$ cat config.mk
export PLATFORM = sky130hd
export DESIGN_NAME = router_port_arbiter
export DESIGN_NICKNAME = d
export VERILOG_FILES = /design/src/rtl/router_arb_pkg.sv /design/src/rtl/rr_arbiter.sv /design/src/rtl/router_port_arbiter.sv
export SDC_FILE = /design/constraint.sdc
export NUM_CORES = 1
export LEC_CHECK = 0
export CAP_MARGIN = 20
export CELL_PAD_IN_SITES_DETAIL_PLACEMENT = 0
export CELL_PAD_IN_SITES_GLOBAL_PLACEMENT = 2
export CORE_ASPECT_RATIO = 1.4
export CORE_UTILIZATION = 31
export CTS_CLUSTER_SIZE = 20
export DETAILED_ROUTE_END_ITERATION = 7
export HOLD_SLACK_MARGIN = 0.08
export PLACE_DENSITY = 0.89
export REMOVE_ABC_BUFFERS = 1
export SYNTH_ARGS = -nofsm -noshare
export SYNTH_HDL_FRONTEND = slang
export SYNTH_HIERARCHICAL = 1
export SYNTH_SLANG_ARGS = --single-unit
$ cat constraint.sdc
create_clock -name clk -period 2.4 [get_ports clk]
set_input_delay 0.36 -clock clk [delete_from_list [all_inputs] [get_ports clk]]
set_output_delay 0.36 -clock clk [all_outputs]
set_load 0.005 [all_outputs]
$ cat src/rtl/router_arb_pkg.sv
// Shared types, default parameters and helpers for router_port_arbiter.
package router_arb_pkg;

    typedef enum logic {
        ARB_IDLE   = 1'b0,
        ARB_LOCKED = 1'b1
    } arb_state_t;

    localparam int DEF_NUM_IN  = 4;
    localparam int DEF_NUM_OUT = 3;
    localparam int DEF_CREDITS = 4;

    // Pointer position just past a grant, wrapping over n requesters.
    function automatic int rr_next(input int ptr, input int n);
        return (ptr + 1) % n;
    endfunction

endpackage

$ cat src/rtl/rr_arbiter.sv
// Combinational round-robin pick: first candidate at or after ptr, with wrap.
module rr_arbiter
    import router_arb_pkg::*;
#(
    parameter int  NUM_IN = DEF_NUM_IN,
    localparam int SRC_W  = $clog2(NUM_IN)
) (
    input  logic [NUM_IN-1:0] cand,
    input  logic [SRC_W-1:0]  ptr,
    output logic              gnt_valid,
    output logic [SRC_W-1:0]  gnt_idx
);

    logic [SRC_W-1:0] idx;

    // Scan from the far end back towards ptr so the last hit is the nearest one.
    always_comb begin
        gnt_valid = 1'b0;
        gnt_idx   = '0;
        idx       = '0;
        for (int k = NUM_IN - 1; k >= 0; k--) begin
            idx = SRC_W'((int'(ptr) + k) % NUM_IN);
            if (cand[idx]) begin
                gnt_valid = 1'b1;
                gnt_idx   = idx;
            end
        end
    end

endmodule

$ cat src/rtl/router_port_arbiter.sv
// Per-output packet arbiter with round-robin grant, wormhole lock and credit gating.
// Optional ROUTER_ARB_ERR_EN adds err_flag and sinks invalid-destination requests.
module router_port_arbiter
    import router_arb_pkg::*;
#(
    parameter int  NUM_IN  = DEF_NUM_IN,
    parameter int  NUM_OUT = DEF_NUM_OUT,
    parameter int  CREDITS = DEF_CREDITS,
    localparam int SRC_W   = $clog2(NUM_IN),
    localparam int DEST_W  = $clog2(NUM_OUT),
    localparam int CRD_W   = $clog2(CREDITS + 1)
) (
    input  logic                      clk,
    input  logic                      rst_n,
    input  logic [NUM_IN-1:0]         req_valid,
    input  logic [NUM_IN*DEST_W-1:0]  req_dest,
    input  logic [NUM_IN-1:0]         req_tail,
    output logic [NUM_IN-1:0]         req_ready,
    output logic [NUM_OUT-1:0]        out_valid,
    output logic [NUM_OUT*SRC_W-1:0]  out_src,
    output logic [NUM_OUT-1:0]        out_tail,
    output logic [NUM_OUT-1:0]        out_busy,
    input  logic [NUM_OUT-1:0]        credit_return
`ifdef ROUTER_ARB_ERR_EN
    ,
    output logic                      err_flag
`endif
);

    logic [NUM_OUT-1:0][NUM_IN-1:0] rdy_by_out;
`ifdef ROUTER_ARB_ERR_EN
    logic [NUM_OUT-1:0] ovf;
`endif

    for (genvar o = 0; o < NUM_OUT; o++) begin : g_out
        arb_state_t        state_q, state_d;
        logic [SRC_W-1:0]  src_q, src_d;
        logic [SRC_W-1:0]  ptr_q, ptr_d;
        logic [CRD_W-1:0]  crd_q, crd_d;
        logic [NUM_IN-1:0] cand;
        logic              gnt_valid;
        logic [SRC_W-1:0]  gnt_idx;
        logic              xfer;

        always_comb begin
            cand = '0;
            for (int i = 0; i < NUM_IN; i++) begin
                cand[i] = req_valid[i] && (req_dest[i*DEST_W +: DEST_W] == DEST_W'(o));
            end
        end

        rr_arbiter #(.NUM_IN(NUM_IN)) u_rr (
            .cand      (cand),
            .ptr       (ptr_q),
            .gnt_valid (gnt_valid),
            .gnt_idx   (gnt_idx)
        );

        always_comb begin
            state_d = state_q;
            src_d   = src_q;
            ptr_d   = ptr_q;
            crd_d   = crd_q;
            xfer    = (state_q == ARB_LOCKED) && req_valid[src_q] && (crd_q != '0);
            case (state_q)
                ARB_IDLE: begin
                    if (gnt_valid) begin
                        state_d = ARB_LOCKED;
                        src_d   = gnt_idx;
                        ptr_d   = SRC_W'(rr_next(int'(gnt_idx), NUM_IN));
                    end
                end
                ARB_LOCKED: begin
                    if (xfer && req_tail[src_q]) state_d = ARB_IDLE;
                end
            endcase
            // A transfer and a return in the same cycle cancel out.
            if (xfer && !credit_return[o]) begin
                crd_d = crd_q - 1'b1;
            end else if (!xfer && credit_return[o] && (crd_q != CRD_W'(CREDITS))) begin
                crd_d = crd_q + 1'b1;
            end
        end

        always_ff @(posedge clk or negedge rst_n) begin
            if (!rst_n) begin
                state_q <= ARB_IDLE;
                src_q   <= '0;
                ptr_q   <= '0;
                crd_q   <= CRD_W'(CREDITS);
            end else begin
                state_q <= state_d;
                src_q   <= src_d;
                ptr_q   <= ptr_d;
                crd_q   <= crd_d;
            end
        end

        assign out_valid[o]                = xfer;
        assign out_tail[o]                 = xfer && req_tail[src_q];
        assign out_busy[o]                 = (state_q == ARB_LOCKED);
        assign out_src[o*SRC_W +: SRC_W]   = src_q;
        assign rdy_by_out[o]               = xfer ? (NUM_IN'(1) << src_q) : '0;
`ifdef ROUTER_ARB_ERR_EN
        assign ovf[o] = credit_return[o] && !xfer && (crd_q == CRD_W'(CREDITS));
`endif
    end

`ifdef ROUTER_ARB_ERR_EN
    logic [NUM_IN-1:0] bad_dest;
    logic              err_q, err_d;

    always_comb begin
        bad_dest = '0;
        for (int i = 0; i < NUM_IN; i++) begin
            bad_dest[i] = int'(req_dest[i*DEST_W +: DEST_W]) >= NUM_OUT;
        end
        err_d = err_q || (|(req_valid & bad_dest)) || (|ovf);
    end

    always_ff @(posedge clk or negedge rst_n) begin
        if (!rst_n) err_q <= 1'b0;
        else        err_q <= err_d;
    end

    assign err_flag = err_q;
`endif

    // Each input targets one output, so OR-ing the per-output grants never collides.
    always_comb begin
        req_ready = '0;
        for (int o = 0; o < NUM_OUT; o++) begin
            req_ready = req_ready | rdy_by_out[o];
        end
`ifdef ROUTER_ARB_ERR_EN
        req_ready = req_ready | (req_valid & bad_dest);
`endif
    end

endmodule

# [Word-level counts from Yosys, hierarchy flattened]
# Cells that the tools add are included.
[totals] regBits=24 input_bits=21 out_inout_bits=19 wordCells=191
[classes] addsub=18 order_cmp=15 eq_ne=11 n_shift=3 muxes=78 bitwise_logic=5 n_reduce_logical=49
[ops] op="< comparator 2 x 3 -> 1 bit (second input constant)" count=15
[ops] op="binary-select mux 1 bit (select 2 bit)" count=18
[ops] op="2-to-1 mux 1 bit" count=36
[ops] op="logical AND 1 bit" count=30
[ops] op="2-to-1 mux 2 bit" count=12
[ops] op="2-to-1 mux 3 bit" count=6
[ops] op="adder 2 x 1 -> 2 bit (second input constant)" count=6
[ops] op="adder 2 bit (second input constant)" count=6
[ops] op="2-to-1 mux 4 bit" count=3
[ops] op="left shift 1 x 2 -> 4 bit (first input constant)" count=3
[ops] op="adder 3 x 1 -> 3 bit (second input constant)" count=3
[ops] op="inequality test 3 bit (second input constant)" count=3
[ops] op="nonzero test 3 bit" count=3
[ops] op="subtractor 3 x 1 -> 3 bit (second input constant)" count=3
[ops] op="== test 2 x 1 -> 1 bit (second input constant)" count=4
[ops] op="== test 2 bit (second input constant)" count=4
[ops] op="logical NOT 2 bit" count=4
[ops] op="bitwise OR 4 bit" count=2
[ops] op="logical NOT 1 bit" count=6
[ops] op="case mux 1 bit (2 select lines)" count=3
[ops] op="AND reduction 2 bit" count=3
[ops] op="nonzero test 2 bit" count=3
[ops] op="NOT 1 bit" count=3

# [Logic depth before layout (Yosys ltp)]
# Gate-level depths: netlist of the first run.
[logic_depth] word_depth=10 depth_mapped=10 ltp_nobuf=9

# [Hierarchy]
# The synthesis of the first run kept the hierarchy.
[by_module_without_submodules] module="router_port_arbiter" n_inst=1 cells_each=187 area_per_inst_um2=1794.2 seq_area_each_um2=604.3
[by_module_without_submodules] module="rr_arbiter" n_inst=3 cells_each=13 area_per_inst_um2=77.6 seq_area_each_um2=0.0

# [Worst setup path after synthesis of the first run]
# OpenSTA, ideal clock, no wires.
[synth_timing] path_type="flip-flop to flip-flop" start="register g_out[0].src_q[0]" end="register g_out[0].crd_q[1]" arrival_time_ns=2.138 setup_slack_ns=0.162 path_stages_with_launch=9 n_path_buf=1 cell_sequence="dfrtp_1 buf_2 mux4_2 nand2_1 or2_2 fa_1 nor2_1 a211oi_1 a311oi_1"
[synth_between] elab_chain_len=8
[synth_lines] element="start: declaration" line_no="router_port_arbiter.sv:37" rtl="logic [SRC_W-1:0] src_q, src_d;"
[synth_lines] element="start signal: assignment" line_no="router_port_arbiter.sv:93" rtl="src_q <= src_d;"
[synth_lines] element="binary-select mux 1 bit (select 2 bit) *" line_no="router_port_arbiter.sv:64" rtl="xfer = (state_q == ARB_LOCKED) && req_valid[src_q] && (crd_q != '0);"
[synth_lines] element="2-to-1 mux 1 bit (not written as such) *" line_no="router_port_arbiter.sv:64"
[synth_lines] element="logical AND 1 bit * (2 in a row)" line_no="router_port_arbiter.sv:64"
[synth_lines] element="logical NOT 1 bit" line_no="router_port_arbiter.sv:80" rtl="end else if (!xfer && credit_return[o] && (crd_q != CRD_W'(CREDITS))) begin"
[synth_lines] element="logical AND 1 bit (2 in a row)" line_no="router_port_arbiter.sv:80"
[synth_lines] element="nonzero test 2 bit (no source line)"
[synth_lines] element="end signal: assignment" line_no="router_port_arbiter.sv:90" rtl="crd_q <= CRD_W'(CREDITS);"
[synth_lines] element="end signal: assignment" line_no="router_port_arbiter.sv:95" rtl="crd_q <= crd_d;"
[synth_lines] element="end: declaration" line_no="router_port_arbiter.sv:39" rtl="logic [CRD_W-1:0] crd_q, crd_d;"
# Every way passes the cells marked *; elsewhere a longest branch is shown, timed or not. The select of a mux whose other input is x is not followed.
# A chain may end at the register's enable or synchronous reset.

# [Final worst setup path of the first run]
[layout_timing] start="input req_tail[1]" end="output out_tail[2]"
[layout_between] elab_chain_len=3
[layout_lines] element="start: declaration" line_no="router_port_arbiter.sv:17" rtl="input logic [NUM_IN-1:0] req_tail,"
[layout_lines] element="binary-select mux 1 bit (select 2 bit)" line_no="router_port_arbiter.sv:100" rtl="assign out_tail[o] = xfer && req_tail[src_q];"
[layout_lines] element="2-to-1 mux 1 bit (not written as such)" line_no="router_port_arbiter.sv:100"
[layout_lines] element="logical AND 1 bit" line_no="router_port_arbiter.sv:100"
[layout_lines] element="end: declaration" line_no="router_port_arbiter.sv:21" rtl="output logic [NUM_OUT-1:0] out_tail,"
# No other way between the ends. The select of a mux whose other input is x is not followed.

==> results.md, run 1 <==
- The data arrival at the endpoint of the critical path is 1.98 ns.
- The global-route wire length before repair is 8680 um.
- In this run the worst path has a maximum fanout of 3.
- Counting every sink on the clock net gives 24.
- The synthesized flop and latch total is 24.
- The number of nets in the layout is 315.
- In this run, CTS created clock tree buffers numbering 3.
- The slowest cell on the critical path is sky130_fd_sc_hd__clkdlybuf4s50_1.
- The worst reg2reg path depth is 7.
- The initial antenna violation count is 0.
- In the layout the commonest cells are 33 x sky130_fd_sc_hd__buf_4, 31 x sky130_fd_sc_hd__clkdlybuf4s50_1, 26 x sky130_fd_sc_hd__nand2_1, 25 x sky130_fd_sc_hd__nor2_1, 20 x sky130_fd_sc_hd__dfrtp_1.
- The number of failing hold endpoints at the final stage is 0.
- After routing the design area is 2749 sq um.
- The filler-free cell count of the finished design is 362.
- Setup total negative slack on the finished layout was measured at 0 ns.
- The buffer levels on the longest clock path is 2.
- The design draws 3.385 mW.
- Summed over all nets, the half-perimeter wirelength after detailed placement is 4100 um.
- The total power per unit cell area is 1231 nW/um^2.
- The analysis attributes to cell leakage a power of 1.197 nW.
- The overall overflow remaining after global route is 0.
- The startpoint type of the worst setup path is a primary input.
- The worst slew slack as a fraction of its limit is 73.86%.
- In this run the cell area measured after placement is 2611 sq um.
- The kind of capture point of the worst setup path is a primary output.
- The count of final max-slew check failures is 0.
- The highest clock frequency the design can meet is 0.4278 GHz.
- The worst path meets setup with 0.06269 ns of slack.
- Synthesis instantiated 52 different standard cells from the library.
- Setup repair after global routing could not meet its margin everywhere.
- The final routed DRC violation total is 0.
- The clock tree skew after final layout is 0.003360 ns.
- The most frequent cell on the critical path is sky130_fd_sc_hd__clkdlybuf4s50_1.
- The via count of the first global-routing pass is 1,902.
- Port buffering added 39 buffers.
- Prior to clock tree synthesis, the placed netlist has a worst setup slack of -0.2460 ns.
- Of the synthesized area, sequential elements account for 29.81%.
- The starting density of the core is 32.41%.
- Across all layers, the routed design uses 1,883 vias.
- At the worst endpoint, the required time is 2.04 ns.
- Leaving out fill and tap cells, the most frequent cell in the layout is sky130_fd_sc_hd__buf_4.
- TritonCTS built the clock tree.
- After detailed routing, the number of vias per cell comes to 5.202.
- Clock-pin slew was measured on the worst setup and hold paths at 0.09 ns.
- Hold is met by 0.4528 ns.
- Yosys mapped a number of flops with a built-in enable equal to 0.
- Of all flip-flops after synthesis, the portion carrying an async set or reset was 100.0%.
- The horizontal extent of the die is 70.34 um.
- Once detail routing completed, the nets flagged for antenna violations numbered 0.
- The post-route minimum period is 2.337 ns.
- The floorplan step defined a core boundary enclosing 6254 sq um.
- At the pin with the least slew margin, the transition time is 0.3912 ns.
- The layout-stage area growth over the synthesis result is 35.62%.
- The most frequently used flop master after synthesis is sky130_fd_sc_hd__dfrtp_1.
- The end-of-flow core utilization is 43.96%.
- The floorplan step defined a die boundary enclosing 6870 sq um.
- The total wire length after detailed routing is 5125 um.
- The filler cell count in the final layout is 614.
- The buffers plus inverters on the worst setup path is 2.
- The largest stage delay on the critical path is 0.47 ns.
- Each instance of the synthesized netlist takes up on average 8.969 sq um.
- At the end of routability-driven placement, the weighted congestion stood at 0.8361.
- The run finished with clean final reports.
- The number of setup violations in the final report is 0.
- The first detailed-routing pass took 4 iterations.
- The tool flagged a number of max-cap violations equal to 0.
- The number of buffers inserted by hold repair at cts is 0.
- The number of placed instances, taps included, is 351.
- The number of standard-cell rows in the floorplan is 34.
- In this run the number of H-tree levels came out at 1.
- The root buffer cell is sky130_fd_sc_hd__clkbuf_8.
- The synthesized instance count is 226.
- The floorplan step set the die height to 97.68 um.
- The number of top-level pins is 40.
- The top cell family by delay on the critical path is buffers and inverters.
- The critical path goes through clkdlybuf4s50_1, mux4_2, and3_1, clkdlybuf4s50_1.
- In this run the cell area of the synthesized design comes to 2027 sq um.
- The instance count on the critical path is 4.
- The starting DRC count in detailed routing is 57.
- The maximum resistive drop on vdd is 0.3716 mV.
- Global routing used 15.64% of the available tracks across all layers.
- Of the available clock period, the critical path in the final layout requires 97.39%.
- For this run, the number of Yosys warnings is 6.
- After detailed routing, the average wire length per cell comes to 14.16 um.
- The worst setup path is of the in -> out kind.
- 0 antenna diodes ended up in the layout.
- The ratio of cells with drive above 1 in the final layout is 24.14%.
- The worst hold path class is in -> async.
- The clock reaches the later pin of the worst-skew pair after 0.27 ns.
- Entering global routing, the biggest net connects 25 pins.
-- final timing paths --
| kind | endpoint | startpoint | slack [ns] |
|---|---|---|---|
| min in group clk | g_out[2].crd_q[0] | g_out[2].crd_q[0] | 0.57 |
| min | g_out[0].crd_q[1] | rst_n | 0.45 |
| max reg2reg | g_out[0].crd_q[1] | g_out[0].crd_q[2] | 0.14 |
| max | out_tail[2] | req_tail[1] | 0.06 |
| max in group asynchronous | g_out[2].crd_q[2] | rst_n | 1.66 |
| min reg2reg | g_out[2].crd_q[0] | g_out[2].crd_q[0] | 0.57 |
-- cell usage after synthesis (2+ instances only) --
master	count	share of area (%)
sky130_fd_sc_hd__nand2_1	26	4.8
sky130_fd_sc_hd__nor2_1	25	4.6
sky130_fd_sc_hd__dfrtp_1	21	26
sky130_fd_sc_hd__o21ai_0	14	3.5
sky130_fd_sc_hd__inv_1	12	2.2
sky130_fd_sc_hd__nand2b_1	11	3.4
sky130_fd_sc_hd__a211oi_1	9	3.3
sky130_fd_sc_hd__nor3b_1	9	3.3
sky130_fd_sc_hd__a21oi_1	7	1.7
sky130_fd_sc_hd__buf_4	7	2.6
sky130_fd_sc_hd__mux2_2	7	3.9
sky130_fd_sc_hd__mux2i_1	5	2.5
sky130_fd_sc_hd__mux4_2	5	5.6
sky130_fd_sc_hd__xnor2_1	5	2.2
sky130_fd_sc_hd__and3b_1	4	1.7
sky130_fd_sc_hd__nor2b_1	4	1.2
sky130_fd_sc_hd__a211oi_2	3	1.9
sky130_fd_sc_hd__and3_1	3	0.93
sky130_fd_sc_hd__dfstp_2	3	3.9
sky130_fd_sc_hd__fa_1	3	3.0
sky130_fd_sc_hd__o31a_1	3	1.3
sky130_fd_sc_hd__a221oi_1	2	0.86
sky130_fd_sc_hd__a31oi_1	2	0.62
sky130_fd_sc_hd__and4b_1	2	0.99
sky130_fd_sc_hd__buf_2	2	0.49
sky130_fd_sc_hd__buf_6	2	1.1
sky130_fd_sc_hd__clkbuf_1	2	0.37
sky130_fd_sc_hd__nand3_1	2	0.49
sky130_fd_sc_hd__o22ai_1	2	0.62
sky130_fd_sc_hd__or2_2	2	0.62
-- cells by family after synthesis --
kind of cell	Yosys count	synth area share, %
xor gates and xnor gates	5	2.160
DFF	24	29.81
AOI/OAI and AO/OA	55	19.57
and+or+nand+nor	95	24.81
adders and majority gates	3	2.963
buffers and inverters	26	7.469
muxes	18	13.21
-- sequential cells by signal, indices dropped and copies added (netlist names) --
name / count
g_out.crd_q: 9
g_out.ptr_q: 6
g_out.src_q: 6
g_out.state_q: 3
-- report_power, final --
| part | internal (mW) | switching, mW | leakage, nW |
|---|---|---|---|
| logic | 1.23 | 0.933 | 0.875 |
| registers | 0.629 | 0.236 | 0.286 |
| clock network | 0.223 | 0.135 | 0.0357 |
-- layout make-up --
type	count	area (sq um)	share of cell area [%]
clock buffer	3	41.29	1.502
inverter	12	45.04	1.639
tap	72	90.09	3.277
sequential	24	605.6	22.03
multi-input combinational	176	1286	46.79
timing repair buffer	74	650.6	23.67
clock inverter	1	30.03	1.092
-- layer usage --
metal,share of wire [%],global-route usage [%]
met5,0,0
met4,1.9,5.385
met3,2.2,1.452
met2,56,29.67
met1,40,17.71
-- what timing repair did --
action,in CTS,in global routing
buffers inserted,7,0
pin swaps,2,3
setup endpoints to repair,10,4
resized for setup,9,7
(Power assumes the default switching activity.)
==> inputs of run 2 (changes only) <==
--- a/config.mk
+++ b/config.mk
@@ -12,9 +12,11 @@
 export CORE_UTILIZATION = 31
 export CTS_CLUSTER_SIZE = 20
 export DETAILED_ROUTE_END_ITERATION = 7
+export GPL_TIMING_DRIVEN = 0
 export HOLD_SLACK_MARGIN = 0.08
 export PLACE_DENSITY = 0.89
 export REMOVE_ABC_BUFFERS = 1
+export SKIP_LAST_GASP = 1
 export SYNTH_ARGS = -nofsm -noshare
 export SYNTH_HDL_FRONTEND = slang
 export SYNTH_HIERARCHICAL = 1
==> run 2 against run 1 <==
  * Cell count decreased by 5.8%
  * Die area did not move
  * Maximum frequency is 1.0% lower
  * Total power decreased by 5.4%
  * Utilization fell by 2.1 points
  * Critical path depth up 2
  * First-iteration DRC count fell by 8.8%
  * Clock-buffer cell count unchanged
  * Register-to-register slack about the same
  * Clock skew is 0.0020 ns higher
  * Largest cell class unchanged
  * Largest power group unchanged
  * Highest routed layer unchanged
==> results.md, run 2 (synthesized netlist as in run 1, its figures left out) <==
- The run finished with clean final reports.
- The largest registers in the layout are g_out.crd_q (9), g_out.ptr_q (6), g_out.src_q (6).
- The clock transition time at the flip-flop clock pins of the worst setup and hold paths is 0.09 ns.
- The final period utilization is 98.39%.
- IR analysis of the VDD net gives a maximum drop of 0.3542 mV.
- The number of levels the H-tree was split into is 1.
- Global routing consumed, over all layers together, 14.20% of the routing resources.
- In the final routed layout, each cell accounts on average for 14.08 um.
- The maximum fanout count along the critical path is 7.
- The filler-free cell count of the finished design is 341.
- CTS placed an instance of sky130_fd_sc_hd__clkbuf_8 at the clock tree root.
- The smallest clock period supported by the final layout is computed as 2.361 ns.
- The final routed DRC violation total is 0.
- In this run the core area contains 34 standard-cell rows.
- The library cell used most frequently in the layout, excluding fill and tap cells, is sky130_fd_sc_hd__clkdlybuf4s50_1.
- Measured along the y axis, the die boundary spans 97.68 um.
- The core region is 6254 sq um.
- The count of final max-slew check failures is 0.
- Entering global routing, the biggest net connects 18 pins.
- The critical path goes through dlygate4sd2_1, mux4_2, nand2_4, nor2_1, a22o_1, clkdlybuf4s50_1.
- In the final design database the tool counted 294 nets.
- The via count of the first global-routing pass is 1,660.
- The global-route wire length before repair is 7859 um.
- The leakage power total is 1.102 nW.
- The number of routed nets with antenna violations is 0.
- The half-perimeter wire length after placement is 3651 um.
- Adding up every negative setup slack in the final design gives 0 ns.
- In this run, the number of DRC markers left after iteration 0 of detailed routing was 52.
- The overall overflow remaining after global route is 0.
- The total CTS buffers is 3.
- The worst slack after detailed placement is -0.4593 ns.
- After detailed routing, the total wire length is 4800 um.
- Setup repair after global routing could not meet its margin everywhere.
- The worst hold path class is in -> async.
- The die covers 6870 sq um.
- The worst endpoint required time is 2.04 ns.
- The flip-flop and latch area is 610.6 sq um.
- The worst slew slack as a fraction of its limit is 66.76%.
- The clock drives 24 sinks.
- For the final database, setup skew stands at 0.005375 ns.
- The horizontal extent of the die is 70.34 um.
- The filler cells instantiated in the layout total 619.
- The later pin in the worst-skew pair is clocked with a latency of 0.27 ns.
- For this run, the share of the core covered by cells in the final layout is 41.82%.
- The critical path is of the in -> out type.
- Timing would allow up to 0.4235 GHz.
- Detailed routing inserted a total of 1,786 vias.
- The startpoint type of the worst setup path is a primary input.
- The number of cells after detailed placement is 324.
- The kind of capture point of the worst setup path is a primary output.
- The clock tree from TritonCTS is built.
- On the worst path, the slowest cell contributes a delay of 0.54 ns.
- Across the run, the number of max-cap violations was 0.
- The post-route netlist has 20.07% of its cells at a drive strength greater than 1.
- Once routing completed, OpenROAD measured the worst setup slack at 0.03875 ns.
- The data arrival at the endpoint of the critical path is 2.00 ns.
- No sink is reached through more buffers than the 2 on the longest clock path.
- The number of failing hold endpoints at the final stage was 0.
- The first detailed-routing pass ran for 6 iterations.
- The number of setup violations in the final report is 0.
- The slew of the pin with the lowest slew margin is 0.4975 ns.
- Routability-driven placement finished with a final weighted congestion of 0.8024.
- The count of port buffers added during placement is 39.
- The number of antenna repair diodes is 0.
- The detail-routed via count per cell is 5.238.
- The layout-stage area growth over the synthesis result is 29.01%.
- For this design the ratio of total power to cell area is 1225 nW/um^2.
- The initial utilization of the core area, before any placement, comes to 32.41%.
- The initial antenna violation count is 0.
- The register with the most flip-flops in the layout has 9 of them.
- The register with the most flip-flops in the final layout is g_out.crd_q.
- During I/O placement, the number of pins put on the boundary was 40.
- The slowest cell on the critical path is sky130_fd_sc_hd__mux4_2.
- The area of the multi-input gates is 1285 sq um.
- The top cell types in the final layout, fill and taps aside, are 32 x sky130_fd_sc_hd__clkdlybuf4s50_1, 25 x sky130_fd_sc_hd__nand2_1, 25 x sky130_fd_sc_hd__nor2_1, 16 x sky130_fd_sc_hd__dfrtp_1.
## run 2: changes by cell type in the layout (fill, tap and decap cells not counted), moves of 2 or more
cell                            previous run  this run
sky130_fd_sc_hd__buf_4                    33        13
sky130_fd_sc_hd__dfrtp_2                   1         5
sky130_fd_sc_hd__dfrtp_1                  20        16
sky130_fd_sc_hd__buf_6                     2         0
sky130_fd_sc_hd__dlygate4sd2_1             8         6
## run 2: final cells by class
class	count	share of cell area, %
multi-input combinational	176	49.14
sequential	24	23.35
timing repair buffer	53	19.52
tap	72	3.445
inverter	12	1.818
clock buffer	3	1.579
clock inverter	1	1.148
## run 2: where the power goes
group	internal [mW]	switching [mW]
logic	1.08	0.802
clock network	0.223	0.139
registers	0.634	0.321
total	1.94	1.26
## run 2: worst max-delay path, delay by kind of cell
| kind | cells | cell delay [ns] |
|---|---|---|
| buffers and inverters | 2 | 0.76 |
| AND/OR/NAND/NOR | 2 | 0.16 |
| AO/OA/AOI/OAI | 1 | 0.17 |
| multiplexers | 1 | 0.54 |
## run 2: layer usage
layer  wire length (um)  track usage (%)  up-vias
met3                 87            1.452        4
met4                 70            5.231        0
li1                   -                -      891
met1               2154            17.91      861
met5                  0                0        -
met2               2488            24.62       30
## run 2: repair_timing
item / in CTS / in global routing
hold buffers: 0 / 0
pin swaps: 4 / 3
resized for setup: 18 / 2
setup endpoints to repair: 15 / 7
setup buffers: 7 / 6
## run 2: worst paths after layout
check | start | endpoint | slack (ns) | cells after the start
setup / recovery | req_valid[2] | req_ready[2] | 0.04 | 6
hold / removal | rst_n | g_out[2].crd_q[0] | 0.41 | 1
setup reg to reg | g_out[1].src_q[0] | g_out[1].crd_q[2] | 0.15 | 7
hold reg to reg | g_out[2].crd_q[0] | g_out[2].crd_q[0] | 0.56 | 1
max in group asynchronous | rst_n | g_out[2].crd_q[2] | 1.46 | 2
min in group clk | g_out[2].crd_q[0] | g_out[2].crd_q[0] | 0.56 | 1
## run 2: metrics by stage
stage	area, sq um	hold slack (ns)	power [mW]
finish	2615	0.4090	3.203
global route	2615	0.4238	3.466
CTS	2562	0.4188	3.133
detailed placement	2429	0.5514	2.639
global placement	2401	0.5425	2.607
floorplan	1921	0.06441	1.975
==> inputs of run 3 (changes only) <==
--- a/config.mk
+++ b/config.mk
@@ -12,11 +12,9 @@
 export CORE_UTILIZATION = 31
 export CTS_CLUSTER_SIZE = 20
 export DETAILED_ROUTE_END_ITERATION = 7
-export GPL_TIMING_DRIVEN = 0
 export HOLD_SLACK_MARGIN = 0.08
 export PLACE_DENSITY = 0.89
 export REMOVE_ABC_BUFFERS = 1
-export SKIP_LAST_GASP = 1
 export SYNTH_ARGS = -nofsm -noshare
 export SYNTH_HDL_FRONTEND = slang
 export SYNTH_HIERARCHICAL = 1
==> results of run 3 <==
Same layout as run 1: the final DEF is identical, and so are final timing and power.
